--- src/rtl/load_store_unit_if.sv ---
// load_store_unit_if: request, response and data-memory signals of the load/store unit
// Ports (signals): req_* execute-stage request, resp_* completion, mem_* data memory.
// slave modport is the unit's view; master modport is the surrounding pipeline/memory.
interface load_store_unit_if;
  logic        req_valid;
  logic        req_ready;
  logic [31:0] req_addr;
  logic [31:0] req_wdata;
  logic [2:0]  req_funct3;
  logic        req_store;
  logic        resp_valid;
  logic [31:0] resp_rdata;
  logic        resp_fault;
  logic        mem_req;
  logic        mem_we;
  logic [31:0] mem_addr;
  logic [31:0] mem_wdata;
  logic [3:0]  mem_be;
  logic        mem_ack;
  logic [31:0] mem_rdata;
  modport slave (
    input  req_valid, req_addr, req_wdata, req_funct3, req_store, mem_ack, mem_rdata,
    output req_ready, resp_valid, resp_rdata, resp_fault, mem_req, mem_we, mem_addr, mem_wdata, mem_be
  );
  modport master (
    output req_valid, req_addr, req_wdata, req_funct3, req_store, mem_ack, mem_rdata,
    input  req_ready, resp_valid, resp_rdata, resp_fault, mem_req, mem_we, mem_addr, mem_wdata, mem_be
  );
endinterface

--- src/rtl/load_store_unit.sv ---
// load_store_unit: RV32I load/store unit with alignment/funct3 checks and memory timeout
// Ports: clk, rst_n (async active-low), bus (load_store_unit_if.slave) carrying the
// execute-stage request, the one-cycle response pulse and the data-memory handshake.
module load_store_unit #(
  parameter int TIMEOUT = 15
) (
  input logic             clk,
  input logic             rst_n,
  load_store_unit_if.slave bus
);
  localparam logic [1:0] S_IDLE   = 2'd0;
  localparam logic [1:0] S_ACCESS = 2'd1;
  localparam logic [1:0] S_RESP   = 2'd2;
  logic [1:0]  r_state;
  logic [31:0] r_addr;
  logic [31:0] r_wdata;
  logic [2:0]  r_funct3;
  logic        r_store;
  logic [7:0]  r_cnt;
  logic [31:0] r_rdata;
  logic        r_fault;
  logic        w_ok_f3;
  logic        w_misaligned;
  logic        w_bad;
  logic        w_acc;
  logic [7:0]  w_b;
  logic [15:0] w_h;
  logic [31:0] w_load;
  always_comb begin
    w_ok_f3      = bus.req_store ? (bus.req_funct3 inside {3'b000, 3'b001, 3'b010})
                                 : (bus.req_funct3 inside {3'b000, 3'b001, 3'b010, 3'b100, 3'b101});
    // funct3[1:0] encodes the access size for every legal op
    w_misaligned = (bus.req_funct3[1:0] == 2'b01 && bus.req_addr[0]) ||
                   (bus.req_funct3[1:0] == 2'b10 && bus.req_addr[1:0] != 2'b00);
    w_bad        = !w_ok_f3 || w_misaligned;
    w_b          = 8'(bus.mem_rdata >> {r_addr[1:0], 3'b000});
    w_h          = 16'(bus.mem_rdata >> {r_addr[1], 4'b0000});
    w_load       = r_funct3 == 3'b000 ? {{24{w_b[7]}}, w_b} :
                   r_funct3 == 3'b001 ? {{16{w_h[15]}}, w_h} :
                   r_funct3 == 3'b100 ? {24'd0, w_b} :
                   r_funct3 == 3'b101 ? {16'd0, w_h} : bus.mem_rdata;
  end
  always_ff @(posedge clk or negedge rst_n) begin
    if (!rst_n) begin
      r_state  <= S_IDLE;
      r_addr   <= '0;
      r_wdata  <= '0;
      r_funct3 <= '0;
      r_store  <= 1'b0;
      r_cnt    <= '0;
      r_rdata  <= '0;
      r_fault  <= 1'b0;
    end else begin
      case (r_state)
        S_IDLE: if (bus.req_valid) begin
          r_addr   <= bus.req_addr;
          r_wdata  <= bus.req_wdata;
          r_funct3 <= bus.req_funct3;
          r_store  <= bus.req_store;
          r_cnt    <= '0;
          r_rdata  <= '0;
          r_fault  <= w_bad;
          r_state  <= w_bad ? S_RESP : S_ACCESS;
        end
        S_ACCESS: if (bus.mem_ack) begin
          r_rdata <= r_store ? '0 : w_load;
          r_fault <= 1'b0;
          r_state <= S_RESP;
        end else if (r_cnt == 8'(TIMEOUT - 1)) begin
          // this cycle is the TIMEOUT-th without ack; an ack here would have won above
          r_fault <= 1'b1;
          r_state <= S_RESP;
        end else begin
          r_cnt <= r_cnt + 8'd1;
        end
        default: r_state <= S_IDLE;
      endcase
    end
  end
  assign w_acc          = r_state == S_ACCESS;
  assign bus.req_ready  = r_state == S_IDLE;
  assign bus.resp_valid = r_state == S_RESP;
  assign bus.resp_rdata = bus.resp_valid ? r_rdata : '0;
  assign bus.resp_fault = bus.resp_valid & r_fault;
  assign bus.mem_req    = w_acc;
  assign bus.mem_we     = w_acc & r_store;
  assign bus.mem_addr   = w_acc ? {r_addr[31:2], 2'b00} : '0;
  assign bus.mem_be     = !(w_acc && r_store) ? 4'b0000 :
                          r_funct3[1:0] == 2'b00 ? 4'b0001 << r_addr[1:0] :
                          r_funct3[1:0] == 2'b01 ? 4'b0011 << r_addr[1:0] : 4'b1111;
  assign bus.mem_wdata  = !w_acc ? '0 :
                          r_funct3[1:0] == 2'b00 ? {4{r_wdata[7:0]}} :
                          r_funct3[1:0] == 2'b01 ? {2{r_wdata[15:0]}} : r_wdata;
endmodule

--- src/flat_wrapper.sv ---
// flat-port wrapper written by rule: the top's interface ports become plain ports
module load_store_unit_flat 
#(
  parameter int TIMEOUT = 15
)
  (clk, rst_n, bus_req_valid, bus_req_addr, bus_req_wdata, bus_req_funct3, bus_req_store, bus_mem_ack, bus_mem_rdata, bus_req_ready, bus_resp_valid, bus_resp_rdata, bus_resp_fault, bus_mem_req, bus_mem_we, bus_mem_addr, bus_mem_wdata, bus_mem_be);
  load_store_unit_if bus_i ();
  input logic clk;
  input logic rst_n;
  input wire logic [$bits(bus_i.req_valid)-1:0] bus_req_valid;
  input wire logic [$bits(bus_i.req_addr)-1:0] bus_req_addr;
  input wire logic [$bits(bus_i.req_wdata)-1:0] bus_req_wdata;
  input wire logic [$bits(bus_i.req_funct3)-1:0] bus_req_funct3;
  input wire logic [$bits(bus_i.req_store)-1:0] bus_req_store;
  input wire logic [$bits(bus_i.mem_ack)-1:0] bus_mem_ack;
  input wire logic [$bits(bus_i.mem_rdata)-1:0] bus_mem_rdata;
  output wire logic [$bits(bus_i.req_ready)-1:0] bus_req_ready;
  output wire logic [$bits(bus_i.resp_valid)-1:0] bus_resp_valid;
  output wire logic [$bits(bus_i.resp_rdata)-1:0] bus_resp_rdata;
  output wire logic [$bits(bus_i.resp_fault)-1:0] bus_resp_fault;
  output wire logic [$bits(bus_i.mem_req)-1:0] bus_mem_req;
  output wire logic [$bits(bus_i.mem_we)-1:0] bus_mem_we;
  output wire logic [$bits(bus_i.mem_addr)-1:0] bus_mem_addr;
  output wire logic [$bits(bus_i.mem_wdata)-1:0] bus_mem_wdata;
  output wire logic [$bits(bus_i.mem_be)-1:0] bus_mem_be;
  assign bus_i.req_valid = bus_req_valid;
  assign bus_i.req_addr = bus_req_addr;
  assign bus_i.req_wdata = bus_req_wdata;
  assign bus_i.req_funct3 = bus_req_funct3;
  assign bus_i.req_store = bus_req_store;
  assign bus_i.mem_ack = bus_mem_ack;
  assign bus_i.mem_rdata = bus_mem_rdata;
  assign bus_req_ready = bus_i.req_ready;
  assign bus_resp_valid = bus_i.resp_valid;
  assign bus_resp_rdata = bus_i.resp_rdata;
  assign bus_resp_fault = bus_i.resp_fault;
  assign bus_mem_req = bus_i.mem_req;
  assign bus_mem_we = bus_i.mem_we;
  assign bus_mem_addr = bus_i.mem_addr;
  assign bus_mem_wdata = bus_i.mem_wdata;
  assign bus_mem_be = bus_i.mem_be;
  load_store_unit #(.TIMEOUT(TIMEOUT)) u_core (.clk(clk), .rst_n(rst_n), .bus(bus_i));
endmodule
--- config.mk ---
export PLATFORM = sky130hd
export DESIGN_NAME = load_store_unit_flat
export DESIGN_NICKNAME = d
export VERILOG_FILES = /design/src/rtl/load_store_unit_if.sv /design/src/rtl/load_store_unit.sv /design/src/flat_wrapper.sv
export SDC_FILE = /design/constraint.sdc
export NUM_CORES = 1
export LEC_CHECK = 0
export CORE_MARGIN = 3
export CORE_UTILIZATION = 40
export DETAILED_ROUTE_END_ITERATION = 16
export GPL_TIMING_DRIVEN = 0
export PLACE_DENSITY = 0.72
export SETUP_SLACK_MARGIN = 0.02
export SLEW_MARGIN = 20
export SYNTH_ARGS = -nofsm -noshare
export SYNTH_HDL_FRONTEND = slang
export SYNTH_SLANG_ARGS = --single-unit
--- constraint.sdc ---
create_clock -name clk -period 1.9 [get_ports clk]
set_clock_uncertainty 0.05 [all_clocks]
set_input_delay 0.475 -clock clk [delete_from_list [all_inputs] [get_ports clk]]
set_output_delay 0.475 -clock clk [all_outputs]
set_load 0.02 [all_outputs]
Yosys cells after proc, flatten, opt, wreduce, memory -nomap -nowiden --
Cells that the tools add are included.
Operators by class: add/sub/neg operators 1, bitwise gates (word level) 2, eq/ne operators 18, shifts and indexed selects 4, muxes and demuxes 30, reductions and logical operators 19
Operators with widths (number):
- $mux W32 | 12
- $pmux W32 S2 | 1
- $shr A32 B5 Y16 | 1
- $shr A32 B5 Y8 | 1
- $mux W8 | 3
- $pmux W8 S2 | 1
- $eq A3 B3 Y1 const B | 4
- $mux W4 | 3
- $add A8 B1 Y8 const B | 1
- $eq A8 B4 Y1 const B | 1
- $mux W2 | 4
- $ne A2 B2 Y1 const B | 4
- $eq A2 B1 Y1 const B | 3
- $eq A3 B1 Y1 const B | 2
- $logic_not A3 Y1 | 2
- $reduce_and A3 Y1 | 2
- $reduce_bool A5 Y1 | 1
- $eq A2 B2 Y1 const B | 2
- $logic_not A2 Y1 | 2
- $mux W1 | 4
- $pmux W2 S2 | 1
- $reduce_and A2 Y1 | 2
- $reduce_and A4 Y1 | 1
- $reduce_bool A2 Y1 | 2
- 10 further kinds | 14
Storage, ports and cells: bits of input ports 104, output and inout port bits 105, flip-flop bits (word level) 111

Longest topological paths before layout --
depth after elaboration 8, mapped depth 7

Worst setup path before layout --
No wires, ideal clock.
path kind flip-flop to output port, from register u_core.r_state[1], to output port bus_resp_rdata[19], path buffers 2, path slack -0.083 ns, arrival 1.458 ns, cell stages (with the launch flop) 5, cells stage by stage dfrtp_1 -> clkbuf_1 -> and2b_1 -> clkbuf_1 -> and2_1
On the way: cells in the longest elaborated chain, start to end 2
RTL lines:
- start: declaration | RTL line load_store_unit.sv:14 | logic [1:0] r_state;
- start signal: assignment | RTL line load_store_unit.sv:63 | r_state <= w_bad ? S_RESP : S_ACCESS;
- $eq A2 B2 Y1 | RTL line load_store_unit.sv:82 | assign bus.resp_valid = r_state == S_RESP;
- named net bus_resp_valid | RTL line flat_wrapper.sv:18 | output wire logic [$bits(bus_i.resp_valid)-1:0] bus_resp_valid;
- $mux W32 | RTL line load_store_unit.sv:83 | assign bus.resp_rdata = bus.resp_valid ? r_rdata : '0;
- end: declaration | RTL line flat_wrapper.sv:19 | output wire logic [$bits(bus_i.resp_rdata)-1:0] bus_resp_rdata;
The timed path passes the listed nets, and every way through them passes these cells.

Final worst setup path --
from register u_core.r_funct3[0], to output port bus_mem_wdata[9]
On the way: cells in the longest elaborated chain, start to end 3
RTL lines:
- start: declaration | RTL line load_store_unit.sv:17 | logic [2:0] r_funct3;
- start signal: assignment | RTL line load_store_unit.sv:58 | r_funct3 <= bus.req_funct3;
- $logic_not A2 Y1 | RTL line load_store_unit.sv:92 | r_funct3[1:0] == 2'b00 ? {4{r_wdata[7:0]}} :
- $mux W32 | RTL line load_store_unit.sv:92
- $mux W32 | RTL line load_store_unit.sv:91 | assign bus.mem_wdata = !w_acc ? '0 :
- end: declaration | RTL line flat_wrapper.sv:24 | output wire logic [$bits(bus_i.mem_wdata)-1:0] bus_mem_wdata;
Every way passes these cells.

==> impl_metrics.csv <==
group,metric,value,unit
clock_tree,clk_latency,350,ps
clock_tree,cts_buffer_depth,2,
timing,drv_slew,0,
yosys,synth_top_area_share,46.6,%
clock_tree,cts_buffers,9,
critical_path,cp_max_fo,6,
critical_path,critPathTopFamily,"buffers and inverters",
grt,grt_max_degree,80,
pwr,vdd_ir_drop_max,0.000525,V
finish,drive_above_1_share,40.3,%
critical_path,crit_required,1370,ps
worst_hold_path,min_path_type,"reg -> reg",
grt,antenna_found_initial,0,
timing,slew_headroom,62.2,%
routing,drtAntennaViolNets,0,
floorplan,rows,44,
critical_path,cp_common_cell,"buf_6",
clock_tree,path_clk_slew,70,ps
finish,syn_to_final_growth,66.4,%
grt,grt_pass1_wl,31.5,mm
critical_path,path_class,"reg -> out",
timing,finalCriticalPeriod,2200,ps
critical_path,cp_num_buf_inv,4,
placement,dpl.hpwl,14.4,mm
pwr,leakage,4.36,nW
yosys,synth_top_area_cell,"dfrtp_1",
timing,final.period_utilization,116,%
clock_tree,htreeDepth,3,
routing,drtIter0Drc,455,
yosys,synth_cells,599,
yosys,synth.cell_area,5970,µm²
timing,holdWs,439,ps
critical_path,slowest_stage,"dfrtp_1",
yosys,async_reset_ff_share,100,%
timing,rsz0062_at_grt,"yes",
yosys,synth_cell_type_count,50,
yosys,syn_area_per_cell,9.96,µm²
critical_path,critPathMaxStageDelay,370,ps
critical_path,end_kind,"output pin",
routing,dr.pass1.iters,5,
pwr,internal_power,6.23,mW
yosys,synthFlopType,"dfrtp_1",
routing,routed-via-count,5753,
grt,gr-usage-all-layers,24.5,%
timing,final_hold_viol_count,0,
pwr,switching_share,36.7,%
clock_tree,cts_tree,"built",
clock_tree,root_buffer,"clkbuf_16",
yosys,synth_edf_count,0,
routing,routedWlPerCell,19.8,µm
grt,overflow,0,
yosys,ys_top_cells_by_count,"111 x dfrtp_1, 73 x and2_1, 65 x nand2_1",
flow_run,cap_violations,0,
yosys,ys_seq_area_share,46.6,%
timing,max_freq,455,MHz
floorplan,start_util,40.9,%
routing,vias_per_cell,5.44,
critical_path,critPathArrivalTime,1670,ps
critical_path,crit_chain,"buf_6 > buf_12 > nor2_4 > buf_6 > nand2_2 > a21oi_2 > buf_6",
yosys,synthTopCellsByArea,"dfrtp_1 47%, mux2_1 12%, and2_1 7.7%",
timing,fin_tns_setup,-19000,ps
clock_tree,cts.sinks,111,
floorplan,core_area,14600,µm²
pwr,seqPwrFrac,34.3,%
finish,fin_nets,979,
pwr,p_sw,3.61,mW
critical_path,crit_path_start_kind,"flop",
finish,post-route-util,68.1,%
grt,grt_pass1_vias,5753,
pwr,clkPwrFrac,18.6,%
run_status,violations,"setup timing",
floorplan,die_w,128,µm
timing,finalWorstSetupSlack,-300,ps
routing,drcViolationCount,0,
run_status,status,"finished, violations left",
timing,setup_viol,102,
floorplan,dieHeight,128,µm
finish,diodes,0,
placement,place_ws,-983,ps
yosys,ys_ff_latch,111,
floorplan,ios,209,
yosys,ys_warn_count,0,
placement,port_buffers,206,
placement,place_congestion,0.890,
timing,worstMarginPinSlew,559,ps
pwr,pwr-share-comb,47.2,%
floorplan,die_area,16400,µm²
routing,drt_wl_total,20.9,mm
pwr,powerDensity,991,nW/µm²
finish,fillerInstances,1077,
yosys,synth.most_common_cell,"dfrtp_1",
final cells by class:
cell class                 count  area [µm²]  share of cell area [%]
buffer                        39         417                    4.20
clock buffer                  14         264                    2.66
sequential                   111        2780                    28.0
clock inverter                 2        15.0                   0.151
tap                          184         230                    2.32
timing repair buffer         260        2740                    27.6
multi-input combinational    440        3420                    34.4
timing repair inverter         1        11.3                   0.113
inverter                       7        52.6                   0.529
layout by cell type, fill, tap and decap left out, types with 18 or more instances in the layout:
master	netlist	layout
buf_6	3	110
dfrtp_1	111	108
clkdlybuf4s50_1	0	97
and2_4	0	71
mux2_1	64	64
nand2_1	65	57
buf_4	2	47
a21oi_1	54	42
o21ai_1	39	38
nor2_1	33	20
mux2i_1	24	18
cells by family after synthesis:
group	after synthesis	share of synthesized area, %
mux	89	16.5
fa+ha+maj	6	1.26
simple gates	207	18.0
flops	111	46.6
buf+inv	50	4.01
other cells	1	0.0629
compound gates	135	13.6
stage by stage:
stage	std cells	total power, mW	cell area, µm²
finish	1058	9.84	9930
global route	1058	10.3	9930
CTS	1038	9.25	9340
detailed placement	991	6.59	8320
global placement	990	6.48	8290
floorplan	600	5.28	6000
routing by layer:
metal | global-route usage (%) | up-vias | wire length (µm)
li1 | - | 2620 | -
met1 | 30.8 | 2787 | 8350
met2 | 40.1 | 311 | 10000
met3 | 7.29 | 35 | 2090
met4 | 8.61 | 0 | 483
met5 | 0 | - | 0
power groups by stage:
stage | logic (mW) | registers [mW] | clock network [mW]
finish | 4.64 | 3.37 | 1.83
global placement | 3.19 | 3.29 | 0
global route | 4.95 | 3.43 | 1.95
detailed placement | 3.27 | 3.32 | 0
floorplan | 2.09 | 3.19 | 0
CTS | 4.06 | 3.32 | 1.87
registers in the layout (all words and copies together), names as in the netlist:
name,count
u_core.r_fault,1
u_core.r_addr,32
u_core.r_cnt,8
u_core.r_rdata,32
u_core.r_store,1
u_core.r_funct3,3
u_core.r_wdata,32
u_core.r_state,2
path summary, 6_finish.rpt:
check	slack [ps]	end	cells past startpoint	startpoint
setup reg to reg	60	u_core.r_rdata[17]$_DFFE_PN0P_	6	u_core.r_addr[0]$_DFFE_PN0P_
hold reg to reg	440	u_core.r_addr[31]$_DFFE_PN0P_	1	u_core.r_addr[31]$_DFFE_PN0P_
hold / removal	440	u_core.r_addr[31]$_DFFE_PN0P_	1	u_core.r_addr[31]$_DFFE_PN0P_
min in group asynchronous	530	u_core.r_rdata[2]$_DFFE_PN0P_	2	rst_n
setup / recovery	-300	bus_mem_wdata[9]	7	u_core.r_funct3[0]$_DFFE_PN0P_
max in group asynchronous	550	u_core.r_state[0]$_DFFE_PN0P_	3	rst_n
what timing repair did:
| action | 4_1_cts | 5_1_grt |
|---|---|---|
| endpoints found under the hold margin | 32 | 0 |
| hold buffers | 1 | 0 |
| pin swaps | 37 | 40 |
| cloned | 6 | 5 |
| buffers inserted | 27 | 16 |
| endpoints found under the setup margin | 202 | 182 |
| resized for setup | 729 | 130 |
Power figures use the tool's default switching activity.
